`src/rtl/ads_multich_capture_if.sv`:
```
// Sample stream from the multichannel ADC capture block to the downstream packetiser.
interface ads_multich_capture_if #(
  parameter int DATA_WIDTH = 24,
  parameter int NUM_CH     = 2
) ();
  localparam int CW = (NUM_CH > 1) ? $clog2(NUM_CH) : 1;

  logic [DATA_WIDTH-1:0] m_data;
  logic [CW-1:0]         m_chan;
  logic                  m_last;
  logic                  m_valid;
  logic                  m_ready;

  modport master (output m_data, m_chan, m_last, m_valid, input m_ready);
  modport slave  (input m_data, m_chan, m_last, m_valid, output m_ready);
endinterface

```
`src/rtl/ads_multich_capture.sv`:
```
// Parallel capture of NUM_CH ADS167x-style serial ADCs sharing START/DRDY_n/SCLK,
// presenting each frame as NUM_CH stream beats through a one-frame buffer.
module ads_multich_capture #(
  parameter int DATA_WIDTH     = 24,
  parameter int NUM_CH         = 2,
  parameter int START_CYCLES   = 4,
  parameter int TIMEOUT_CYCLES = 65535
) (
  input  logic                          clk,
  input  logic                          rst,
  input  logic                          measure,
  input  logic                          run,
  output logic                          sclk,
  input  logic                          drdy_n,
  input  logic [NUM_CH-1:0]             drr,
  output logic                          start,
  output logic                          busy,
  ads_multich_capture_if.master         m,
  output logic                          timeout_err,
  output logic [15:0]                   overrun_cnt
);

  localparam int CW  = (NUM_CH > 1) ? $clog2(NUM_CH) : 1;
  localparam int BCW = $clog2(DATA_WIDTH);
  localparam int SCW = (START_CYCLES > 1) ? $clog2(START_CYCLES) : 1;
  localparam int TOW = (TIMEOUT_CYCLES > 0) ? $clog2(TIMEOUT_CYCLES + 1) : 1;

  localparam logic [BCW-1:0] BIT_LAST   = BCW'(DATA_WIDTH - 1);
  localparam logic [CW-1:0]  CH_LAST    = CW'(NUM_CH - 1);
  localparam logic [SCW-1:0] START_LAST = SCW'(START_CYCLES - 1);
  localparam logic [TOW-1:0] TO_LIMIT   = TOW'(TIMEOUT_CYCLES);

  typedef enum logic [2:0] {
    S_IDLE,
    S_START,
    S_WAIT_HIGH,
    S_WAIT_DRDY,
    S_SHIFT
  } state_t;

  state_t                r_state;
  state_t                w_next_state;
  logic                  r_cont;
  logic                  w_next_cont;
  logic [SCW-1:0]        r_start_ct;
  logic [BCW-1:0]        r_bit_ct;
  logic [TOW-1:0]        r_to_ct;
  logic                  w_in_wait;
  logic                  w_to_expired;
  logic                  w_to_hit;
  logic                  r_timeout_err;

  // Bit 0 is never stored: the final bit is taken straight from drr at hand-off.
  logic [DATA_WIDTH-1:1] r_shift [NUM_CH];
  logic [DATA_WIDTH-1:0] w_frame [NUM_CH];
  logic [DATA_WIDTH-1:0] r_buf   [NUM_CH];
  logic                  r_valid;
  logic [CW-1:0]         r_beat;
  logic [15:0]           r_overrun;

  logic                  w_frame_done;
  logic                  w_beat_xfer;
  logic                  w_last_xfer;
  logic                  w_load;

  assign sclk = clk;

  assign w_in_wait    = (r_state == S_WAIT_HIGH) || (r_state == S_WAIT_DRDY);
  assign w_to_expired = (TIMEOUT_CYCLES != 0) && w_in_wait && (r_to_ct == TO_LIMIT);
  assign w_frame_done = (r_state == S_SHIFT) && (r_bit_ct == BIT_LAST);
  assign w_beat_xfer  = r_valid && m.m_ready;
  assign w_last_xfer  = w_beat_xfer && (r_beat == CH_LAST);
  assign w_load       = w_frame_done && (!r_valid || w_last_xfer);

  always_ff @(posedge clk) begin
    if (rst) begin
      r_state <= S_IDLE;
      r_cont  <= 1'b0;
    end else begin
      r_state <= w_next_state;
      r_cont  <= w_next_cont;
    end
  end

  always_comb begin
    w_next_state = r_state;
    w_next_cont  = r_cont;
    w_to_hit     = 1'b0;
    case (r_state)
      S_IDLE: begin
        if (run) begin
          w_next_state = S_START;
          w_next_cont  = 1'b1;
        end else if (measure) begin
          w_next_state = S_START;
          w_next_cont  = 1'b0;
        end
      end
      S_START: begin
        if (r_start_ct == START_LAST) w_next_state = S_WAIT_HIGH;
      end
      S_WAIT_HIGH: begin
        if (r_cont && !run) begin
          w_next_state = S_IDLE;
        end else if (w_to_expired) begin
          w_next_state = S_IDLE;
          w_to_hit     = 1'b1;
        end else if (drdy_n) begin
          w_next_state = S_WAIT_DRDY;
        end
      end
      S_WAIT_DRDY: begin
        if (r_cont && !run) begin
          w_next_state = S_IDLE;
        end else if (w_to_expired) begin
          w_next_state = S_IDLE;
          w_to_hit     = 1'b1;
        end else if (!drdy_n) begin
          w_next_state = S_SHIFT;
        end
      end
      S_SHIFT: begin
        if (r_bit_ct == BIT_LAST) w_next_state = (r_cont && run) ? S_WAIT_HIGH : S_IDLE;
      end
      default: w_next_state = S_IDLE;
    endcase
  end

  always_ff @(posedge clk) begin
    if (rst) begin
      r_start_ct    <= '0;
      r_bit_ct      <= '0;
      r_to_ct       <= '0;
      r_timeout_err <= 1'b0;
    end else begin
      r_start_ct    <= (r_state == S_START) ? r_start_ct + 1'b1 : '0;
      r_bit_ct      <= (r_state == S_SHIFT) ? r_bit_ct + 1'b1 : '0;
      // Restarts on every wait-state entry, so each wait gets its own budget.
      r_to_ct       <= (w_in_wait && (w_next_state == r_state)) ? r_to_ct + 1'b1 : '0;
      r_timeout_err <= w_to_hit;
    end
  end

  always_ff @(posedge clk) begin
    if (rst) begin
      for (int unsigned ch = 0; ch < NUM_CH; ch++) r_shift[ch] <= '0;
    end else if ((r_state == S_SHIFT) && (r_bit_ct != BIT_LAST)) begin
      for (int unsigned ch = 0; ch < NUM_CH; ch++) r_shift[ch][BIT_LAST - r_bit_ct] <= drr[ch];
    end
  end

  always_comb begin
    for (int unsigned ch = 0; ch < NUM_CH; ch++) w_frame[ch] = {r_shift[ch], drr[ch]};
  end

  always_ff @(posedge clk) begin
    if (rst) begin
      for (int unsigned ch = 0; ch < NUM_CH; ch++) r_buf[ch] <= '0;
      r_valid   <= 1'b0;
      r_beat    <= '0;
      r_overrun <= '0;
    end else begin
      if (w_load) begin
        for (int unsigned ch = 0; ch < NUM_CH; ch++) r_buf[ch] <= w_frame[ch];
        r_valid <= 1'b1;
        r_beat  <= '0;
      end else if (w_beat_xfer) begin
        if (r_beat == CH_LAST) begin
          r_valid <= 1'b0;
          r_beat  <= '0;
        end else begin
          r_beat <= r_beat + 1'b1;
        end
      end
      if (w_frame_done && !w_load && (r_overrun != '1)) r_overrun <= r_overrun + 1'b1;
    end
  end

  assign start       = (r_state == S_START);
  assign busy        = (r_state != S_IDLE);
  assign timeout_err = r_timeout_err;
  assign overrun_cnt = r_overrun;

  assign m.m_data  = r_buf[r_beat];
  assign m.m_chan  = r_beat;
  assign m.m_last  = r_valid && (r_beat == CH_LAST);
  assign m.m_valid = r_valid;

endmodule
```
`src/flat_wrapper.sv`:
```
// flat-port wrapper written by rule: the top's interface ports become plain ports
module ads_multich_capture_flat 
#(
  parameter int DATA_WIDTH     = 24,
  parameter int NUM_CH         = 2,
  parameter int START_CYCLES   = 4,
  parameter int TIMEOUT_CYCLES = 65535
)
  (clk, rst, measure, run, sclk, drdy_n, drr, start, busy, timeout_err, overrun_cnt, m_m_data, m_m_chan, m_m_last, m_m_valid, m_m_ready);
  ads_multich_capture_if #(.DATA_WIDTH(DATA_WIDTH), .NUM_CH(NUM_CH)) m_i ();
  input  logic clk;
  input  logic rst;
  input  logic measure;
  input  logic run;
  output logic sclk;
  input  logic drdy_n;
  input  logic [NUM_CH-1:0] drr;
  output logic start;
  output logic busy;
  output logic timeout_err;
  output logic [15:0] overrun_cnt;
  output wire logic [$bits(m_i.m_data)-1:0] m_m_data;
  output wire logic [$bits(m_i.m_chan)-1:0] m_m_chan;
  output wire logic [$bits(m_i.m_last)-1:0] m_m_last;
  output wire logic [$bits(m_i.m_valid)-1:0] m_m_valid;
  input wire logic [$bits(m_i.m_ready)-1:0] m_m_ready;
  assign m_m_data = m_i.m_data;
  assign m_m_chan = m_i.m_chan;
  assign m_m_last = m_i.m_last;
  assign m_m_valid = m_i.m_valid;
  assign m_i.m_ready = m_m_ready;
  ads_multich_capture #(.DATA_WIDTH(DATA_WIDTH), .NUM_CH(NUM_CH), .START_CYCLES(START_CYCLES), .TIMEOUT_CYCLES(TIMEOUT_CYCLES)) u_core (.clk(clk), .rst(rst), .measure(measure), .run(run), .sclk(sclk), .drdy_n(drdy_n), .drr(drr), .start(start), .busy(busy), .m(m_i), .timeout_err(timeout_err), .overrun_cnt(overrun_cnt));
endmodule
```
`config.mk`:
```
export PLATFORM = sky130hd
export DESIGN_NAME = ads_multich_capture_flat
export DESIGN_NICKNAME = d
export VERILOG_FILES = /design/src/rtl/ads_multich_capture_if.sv /design/src/rtl/ads_multich_capture.sv /design/src/flat_wrapper.sv
export SDC_FILE = /design/constraint.sdc
export NUM_CORES = 1
export LEC_CHECK = 0
export CORE_UTILIZATION = 56
export DETAILED_ROUTE_END_ITERATION = 7
export PLACE_DENSITY = 0.78
export SYNTH_ARGS = -nofsm -noshare
export SYNTH_HDL_FRONTEND = slang
export SYNTH_SLANG_ARGS = --single-unit
export TNS_END_PERCENT = 30
```
`constraint.sdc`:
```
create_clock -name clk -period 2.9 [get_ports clk]
set_input_delay 0.58 -clock clk [delete_from_list [all_inputs] [get_ports clk]]
set_output_delay 0.58 -clock clk [all_outputs]
set_load 0.005 [all_outputs]
```
==> Flow_metrics.wiki, run 1 <==
{| class="wikitable"
! Metric !! Value
|-
| Worst clock skew || 7.94 ps
|-
| Total grt overflow || 0
|-
| Layout Cells excl Fill || roughly 720
|-
| HPWL after detailed placement || 6960 um
|-
| Placeable core area || 0.0103 mm2
|-
| Number of detailed-route iterations in the first pass || 5
|-
| Worst-case headroom to the max-slew limit || 56.8%
|-
| Antenna Nets Post-Route || 0
|-
| Antenna cell count || 0
|-
| Cell area after technology mapping || 0.00599 mm2
|-
| Placer congestion estimate || around 0.83
|-
| Average cell area after synthesis || 11.8 um2
|-
| Number of port buffers || 54
|-
| Initial Utilization || 58.0%
|-
| TritonCTS clock tree || done
|-
| Syn. warnings || 0
|-
| HP Class || register to register
|-
| Post-placement cell count || a little under 700
|-
| Type of the worst setup path || register to output pin
|-
| Standard-cell row count || 37
|-
| Dominant register cell in the synthesized netlist || sky130_fd_sc_hd__edfxtp_1
|-
| Wire length of the first global-routing pass || 18300 um
|-
| CP Data Arrival Time || around 2100 ps
|-
| Share of synthesized flip-flops with an asynchronous set or reset || 0%
|-
| Share of cells above drive strength 1 || between 10% and 20%
|-
| Post-route clock period utilization || 93.4%
|-
| Time the final worst path needs with I/O delays and setup || 2710 ps
|-
| Layout-stage area growth over the synthesis result || 22.5%
|-
| Net count of the finished layout || 586
|-
| Via Count || 3877
|-
| CP Max Fanout || 24
|-
| Critical path startpoint category || register
|-
| Residual DRC || 0
|-
| Final core utilization || 71.1%
|-
| Gate count of the mapped netlist || 507
|-
| Setup crit end kind || output pin
|-
| Antenna violations before repair || 0
|-
| Area enclosed by the die boundary || 0.0111 mm2
|-
| Data required time at the worst endpoint || 2320 ps
|-
| Standby leakage power || 2.59 nW
|-
| FF-to-FF setup slack || 520 ps
|-
| Count of flip-flops with a built-in enable after synthesis || 94
|-
| Post-route setup slack || 190 ps
|-
| Global routing usage summed across all routing layers || 21.5%
|-
| Netlist cell types || between 40 and 50
|-
| Worst setup slack after placement || -233 ps
|-
| Vias per inst || between 5 and 6
|-
| DIE HEIGHT || 105 um
|-
| Synthesized netlist net count || 523
|-
| IO Pins || 55
|-
| Number of hold-repair buffers added at the cts stage || 0
|-
| Actual transition at the worst max-transition pin || between 600 and 700 ps
|-
| Power Total || 0.00454 W
|-
| Maximum number of pins on one net before global-route repair || 42
|-
| Peak VDD IR || 0.375 mV
|-
| Iter 0 DRT Violations || 188
|-
| Post-DR wirelength/cell || 15.1 um
|-
| Max Cap Viol || 0
|-
| PD cells || 619 mW/mm2
|-
| Number of flip-flops and latches in the synthesized netlist || around 140
|-
| Total setup buffers inserted after CTS || 0
|-
| Skew-Pair Late Insertion Delay || around 630 ps
|-
| Run status || complete, no violations
|-
| Overall die width || roughly 110 um
|-
| Highest attainable clock frequency || 369 MHz
|-
| Number of global-route vias before repair || 3813
|-
| Sequential cell area fraction in the yosys report || 62.8%
|-
| Hold Vio Cnt, Final || 0
|-
| Detailed-route wire length || 10900 um
|-
| RSZ-0062 raised after global routing || no
|-
| Clock transition at path regs || 60 ps
|-
| Setup violators final || 0
|-
| Number of pins exceeding their max-slew limit in the final report || 0
|}
==> kinds of logic after synthesis <==
kind of cell	Yosys count	share of synthesized area [%]
buffers and inverters	37	2.42
AO/OA/AOI/OAI	43	4.55
flip-flops	141	62.8
AND/OR/NAND/NOR	228	20.1
multiplexers	27	5.06
adder cells (fa/ha/maj)	8	1.67
XOR/XNOR	23	3.36
==> worst max-delay path, stage by stage (launching register included) <==
cell and delay, ps:
sky130_fd_sc_hd__dfxtp_1 320, sky130_fd_sc_hd__buf_4 320, sky130_fd_sc_hd__mux2_2 400, sky130_fd_sc_hd__clkdlybuf4s50_1 450
==> routing by layer <==
layer	vias up	track usage [%]	wire, um
met2	90	34.9	5460
met4	0	8.75	170
met5	-	0	0
met3	16	6.80	450
met1	1843	26.6	4770
li1	1928	-	-
==> area by class of cell <==
type                       instances  area (um2)
sequential                       141        3760
tap                              136         170
clock inverter                    13         150
inverter                           9        33.8
clock buffer                      22         469
fill                             752        2990
timing repair buffer              68         656
multi-input combinational        329        2090
==> stage by stage <==
stage,area [um2],setup TNS [ps],hold WS [ps]
3_3_place_gp,6720,-486,415
4_1_cts,7330,0,440
2_1_floorplan,5990,0,405
5_1_grt,7340,0,456
3_5_place_dp,6720,-3070,432
6_report,7340,0,434
==> cells in the mapped netlist, types with 3 or more instances <==
cell | count | share of area (%)
sky130_fd_sc_hd__a21oi_1 | 9 | 0.75
sky130_fd_sc_hd__and2_1 | 54 | 5.6
sky130_fd_sc_hd__and3_1 | 6 | 0.63
sky130_fd_sc_hd__and4_1 | 4 | 0.58
sky130_fd_sc_hd__buf_1 | 3 | 0.19
sky130_fd_sc_hd__clkbuf_1 | 22 | 1.4
sky130_fd_sc_hd__dfxtp_1 | 47 | 16
sky130_fd_sc_hd__edfxtp_1 | 94 | 47
sky130_fd_sc_hd__ha_1 | 8 | 1.7
sky130_fd_sc_hd__inv_1 | 9 | 0.56
sky130_fd_sc_hd__mux2_2 | 26 | 4.9
sky130_fd_sc_hd__nand2_1 | 44 | 2.8
sky130_fd_sc_hd__nand2b_1 | 7 | 0.73
sky130_fd_sc_hd__nand3_1 | 19 | 1.6
sky130_fd_sc_hd__nand4_1 | 8 | 0.84
sky130_fd_sc_hd__nor2_1 | 42 | 2.6
sky130_fd_sc_hd__nor2b_1 | 9 | 0.94
sky130_fd_sc_hd__nor3_1 | 14 | 1.2
sky130_fd_sc_hd__nor4_1 | 3 | 0.31
sky130_fd_sc_hd__o21ai_0 | 16 | 1.3
sky130_fd_sc_hd__or3_1 | 6 | 0.63
sky130_fd_sc_hd__or4_1 | 3 | 0.38
sky130_fd_sc_hd__xnor2_1 | 14 | 2.0
sky130_fd_sc_hd__xor2_1 | 9 | 1.3
==> cell usage in the layout (no fill, tap or decap), types with 3 or more instances in the layout <==
cell type / instances
sky130_fd_sc_hd__edfxtp_1: 94
sky130_fd_sc_hd__and2_1: 54
sky130_fd_sc_hd__clkdlybuf4s50_1: 54
sky130_fd_sc_hd__dfxtp_1: 47
sky130_fd_sc_hd__nand2_1: 43
sky130_fd_sc_hd__nor2_1: 41
sky130_fd_sc_hd__mux2_2: 26
sky130_fd_sc_hd__nand3_1: 19
sky130_fd_sc_hd__o21ai_0: 16
sky130_fd_sc_hd__clkbuf_16: 16
sky130_fd_sc_hd__xnor2_1: 14
sky130_fd_sc_hd__buf_4: 14
sky130_fd_sc_hd__nor3_1: 13
sky130_fd_sc_hd__inv_1: 9
sky130_fd_sc_hd__nor2b_1: 9
sky130_fd_sc_hd__a21oi_1: 9
sky130_fd_sc_hd__xor2_1: 9
sky130_fd_sc_hd__nand4_1: 8
sky130_fd_sc_hd__ha_1: 8
sky130_fd_sc_hd__nand2b_1: 7
sky130_fd_sc_hd__or3_1: 6
sky130_fd_sc_hd__and3_1: 6
sky130_fd_sc_hd__and4_1: 4
sky130_fd_sc_hd__clkbuf_8: 4
sky130_fd_sc_hd__clkinvlp_4: 4
sky130_fd_sc_hd__nor4_1: 3
sky130_fd_sc_hd__or4_1: 3
sky130_fd_sc_hd__bufinv_16: 3
sky130_fd_sc_hd__clkinv_1: 3
==> where the power goes <==
part,internal [W],switching [W]
Sequential,0.00220,0.0000162
Clock,0.00140,0.000799
Combinational,0.0000662,0.0000628
Total,0.00366,0.000878
==> final timing paths <==
check	cells after the start	startpoint	end
min	1	u_core.r_start_ct[0]	u_core.r_start_ct[0]
min reg2reg	1	u_core.r_start_ct[0]	u_core.r_start_ct[0]
max reg2reg	6	u_core.r_state[2]	u_core.r_buf[1][11]
max	3	register	m_m_data[0]
==> sequential cells by signal (all words and copies together), names as in the netlist, named ones only <==
signal and flops:
u_core.r_state 3, u_core.timeout_err 1, u_core.r_cont 1, u_core.r_buf 48
u_core.overrun_cnt 16, u_core.r_bit_ct 5, u_core.r_to_ct 16, u_core.r_start_ct 2
u_core.m.m_valid 1, u_core.m.m_chan 1, u_core.r_shift 46
==> timing repair <==
item | 4_1_cts | 5_1_grt
setup endpoints to repair | 0 | 9
resized for setup | 0 | 2
endpoints found under the hold margin | 0 | 0
No activity file was read; power rests on OpenSTA's default activity.
==> inputs of run 2 (changes only) <==
- PLACE_DENSITY: 0.78 -> 0.81
==> run 2 against run 1 <==
  * Final cell count shrank 0.42%
  * Flip-flop and latch count is the same
  * Combinational power is essentially flat
  * Design area grew 0.31%
  * Die area is the same
  * Fmax shrank 1.4%
  * Utilization grew 0.22 points
  * Critical path type unchanged
==> Flow_metrics.wiki, run 2 (synthesis results as in run 1) <==
{| class="wikitable"
! Metric !! Value
|-
| Number of flip-flops in the largest register || 48 (unchanged)
|-
| First element of the critical path || u_core.r_state[0]
|-
| IO Pins || 55 (unchanged)
|-
| Actual transition at the worst max-transition pin || 694 ps (+48.0 ps)
|-
| Hold Vio Cnt, Final || 0 (unchanged)
|-
| Antenna Nets Post-Route || 0 (unchanged)
|-
| Max Cap Viol || 0 (unchanged)
|-
| Highest attainable clock frequency || 364 MHz (-1.4%)
|-
| Residual DRC || 0 (unchanged)
|-
| HP Class || register to register
|-
| Post-DR wirelength/cell || 14.7 um (-2.7%)
|-
| Final instance area || 0.00736 mm2 (+0.31%)
|-
| Worst Path Buf+Inv || 2 (unchanged)
|-
| RSZ-0062 raised after global routing || no
|-
| Worst clock skew || 10.8 ps (+2.86 ps)
|-
| Standard-cell row count || 37 (unchanged)
|-
| Post-place instance area || 0.00669 mm2 (-0.45%)
|-
| Net count of the finished layout || 582 (-0.68%)
|-
| Share of cells above drive strength 1 || 13.0% (-0.28 points)
|-
| Number of hold-repair buffers added at the cts stage || 0 (unchanged)
|-
| Worst-case headroom to the max-slew limit || 53.7% (-3.2 points)
|-
| Biggest cell delay along the critical path || 580 ps (+130 ps)
|-
| DIE HEIGHT || 105 um (unchanged)
|-
| Setup violators final || 0 (unchanged)
|-
| Number of pins exceeding their max-slew limit in the final report || 0 (unchanged)
|-
| Post-route clock period utilization || 94.8% (+1.4 points)
|-
| Global routing usage summed across all routing layers || 20.7% (-0.76 points)
|-
| TritonCTS clock tree || done
|-
| Peak VDD IR || 0.422 mV (+12%)
|-
| Wire length of the first global-routing pass || 17800 um (-2.7%)
|-
| Leading cell types in the layout, fill and taps excluded || 94 x sky130_fd_sc_hd__edfxtp_1, 54 x sky130_fd_sc_hd__and2_1, 54 x sky130_fd_sc_hd__clkdlybuf4s50_1
|-
| Gate family responsible for the most delay along the worst path || buffers and inverters
|-
| Number of global-route vias before repair || 3817 (+0.10%)
|-
| Slowest cell on the critical path || sky130_fd_sc_hd__clkdlybuf4s50_1
|-
| Number of detailed-route iterations in the first pass || 7 (+2)
|-
| Maximum number of pins on one net before global-route repair || 49 (+17%)
|-
| Clock transition at path regs || 60 ps (about the same)
|-
| Iter 0 DRT Violations || 179 (-4.8%)
|-
| Placeable core area || 0.0103 mm2 (unchanged)
|-
| Fillers || 709 (-5.7%)
|-
| Setup crit end kind || output pin
|-
| Overall die width || 105 um (unchanged)
|-
| Vias per inst || 5.37 (-0.51%)
|-
| Via Count || 3841 (-0.93%)
|-
| CP Data Arrival Time || 2170 ps (+40 ps)
|-
| Antenna violations before repair || 0 (unchanged)
|-
| Initial Utilization || 58.0% (unchanged)
|-
| Critical path startpoint category || register
|-
| Leading registers by flop count || u_core.r_buf x48, u_core.r_shift x46
|-
| CP cell instances || inv_1, nor3_1, clkdlybuf4s50_1
|-
| Number of port buffers || 54 (unchanged)
|-
| Standby leakage power || 2.61 nW (+0.88%)
|-
| Layout-stage area growth over the synthesis result || 22.9%
|-
| Antenna cell count || 0 (unchanged)
|-
| Placer congestion estimate || 0.815 (-2.3%)
|-
| PD cells || 647 mW/mm2 (+4.5%)
|-
| Run status || complete, no violations
|-
| Post-CTS resize count || 0 (unchanged)
|-
| Type of the worst setup path || register to output pin
|-
| Total setup buffers inserted after CTS || 0 (unchanged)
|-
| Detailed-route wire length || 10500 um (-3.1%)
|-
| Area enclosed by the die boundary || 0.0111 mm2 (unchanged)
|-
| Skew-Pair Late Insertion Delay || 630 ps (about the same)
|-
| Data required time at the worst endpoint || 2320 ps (about the same)
|-
| Most flop-heavy register || u_core.r_buf
|-
| Total grt overflow || 0 (unchanged)
|-
| CP Max Fanout || 8 (-67%)
|-
| HPWL after detailed placement || 6680 um (-4.0%)
|-
| Leading cell type in the layout, fill and taps excluded || sky130_fd_sc_hd__edfxtp_1
|-
| Critical register-to-register path startpoint || u_core.r_bit_ct[4]
|-
| Setup_tns || 0 ps (unchanged)
|-
| Time the final worst path needs with I/O delays and setup || 2750 ps (+39.3 ps)
|-
| Source of the worst hold timing path || u_core.r_start_ct[0]
|-
| Final core utilization || 71.3% (+0.22 points)
|}
-- run 2: cell type report --
cell class | instances | area [um2] | share of cell area, %
tap | 136 | 170 | 2.31
timing repair buffer | 64 | 626 | 8.50
multi-input combinational | 329 | 2080 | 28.3
clock inverter | 12 | 195 | 2.65
sequential | 141 | 3760 | 51.1
inverter | 9 | 33.8 | 0.459
clock buffer | 24 | 487 | 6.61
-- run 2: per-layer routing --
metal	global-route usage (%)	vias to the layer above	share of wire [%]	routed length (um)
met3	5.13	11	4.4	462
li1	-	1916	-	-
met5	0	-	0	0
met4	9.96	0	1.1	120
met1	25.2	1823	44	4580
met2	34.4	91	51	5350
-- run 2: worst paths after layout --
| path | endpoint | slack (ps) | cells after the start |
|---|---|---|---|
| hold / removal | u_core.r_start_ct[0] | 440 | 1 |
| setup reg to reg | u_core.overrun_cnt[6] | 580 | 4 |
| setup / recovery | start | 150 | 3 |
| hold reg to reg | u_core.r_start_ct[0] | 440 | 1 |
-- run 2: per-stage QoR --
| step | hold slack [ps] | std cells | setup WS, ps | total power, W |
|---|---|---|---|---|
| 6_report | 439 | 715 | 151 | 0.00476 |
| 5_1_grt | 464 | 715 | 31.0 | 0.00489 |
| 4_1_cts | 445 | 715 | 131 | 0.00480 |
| 3_5_place_dp | 437 | 680 | 114 | 0.00241 |
| 3_3_place_gp | 416 | 680 | 211 | 0.00241 |
| 2_1_floorplan | 405 | 507 | 284 | 0.00233 |
-- run 2: where the power goes --
part           leakage, nW  internal (W)  switching [W]  total [W]
clock                0.334       0.00161       0.000809    0.00242
combinational        0.968     0.0000659      0.0000624   0.000128
sequential            1.31       0.00220      0.0000159    0.00221
total                 2.61       0.00387       0.000888    0.00476
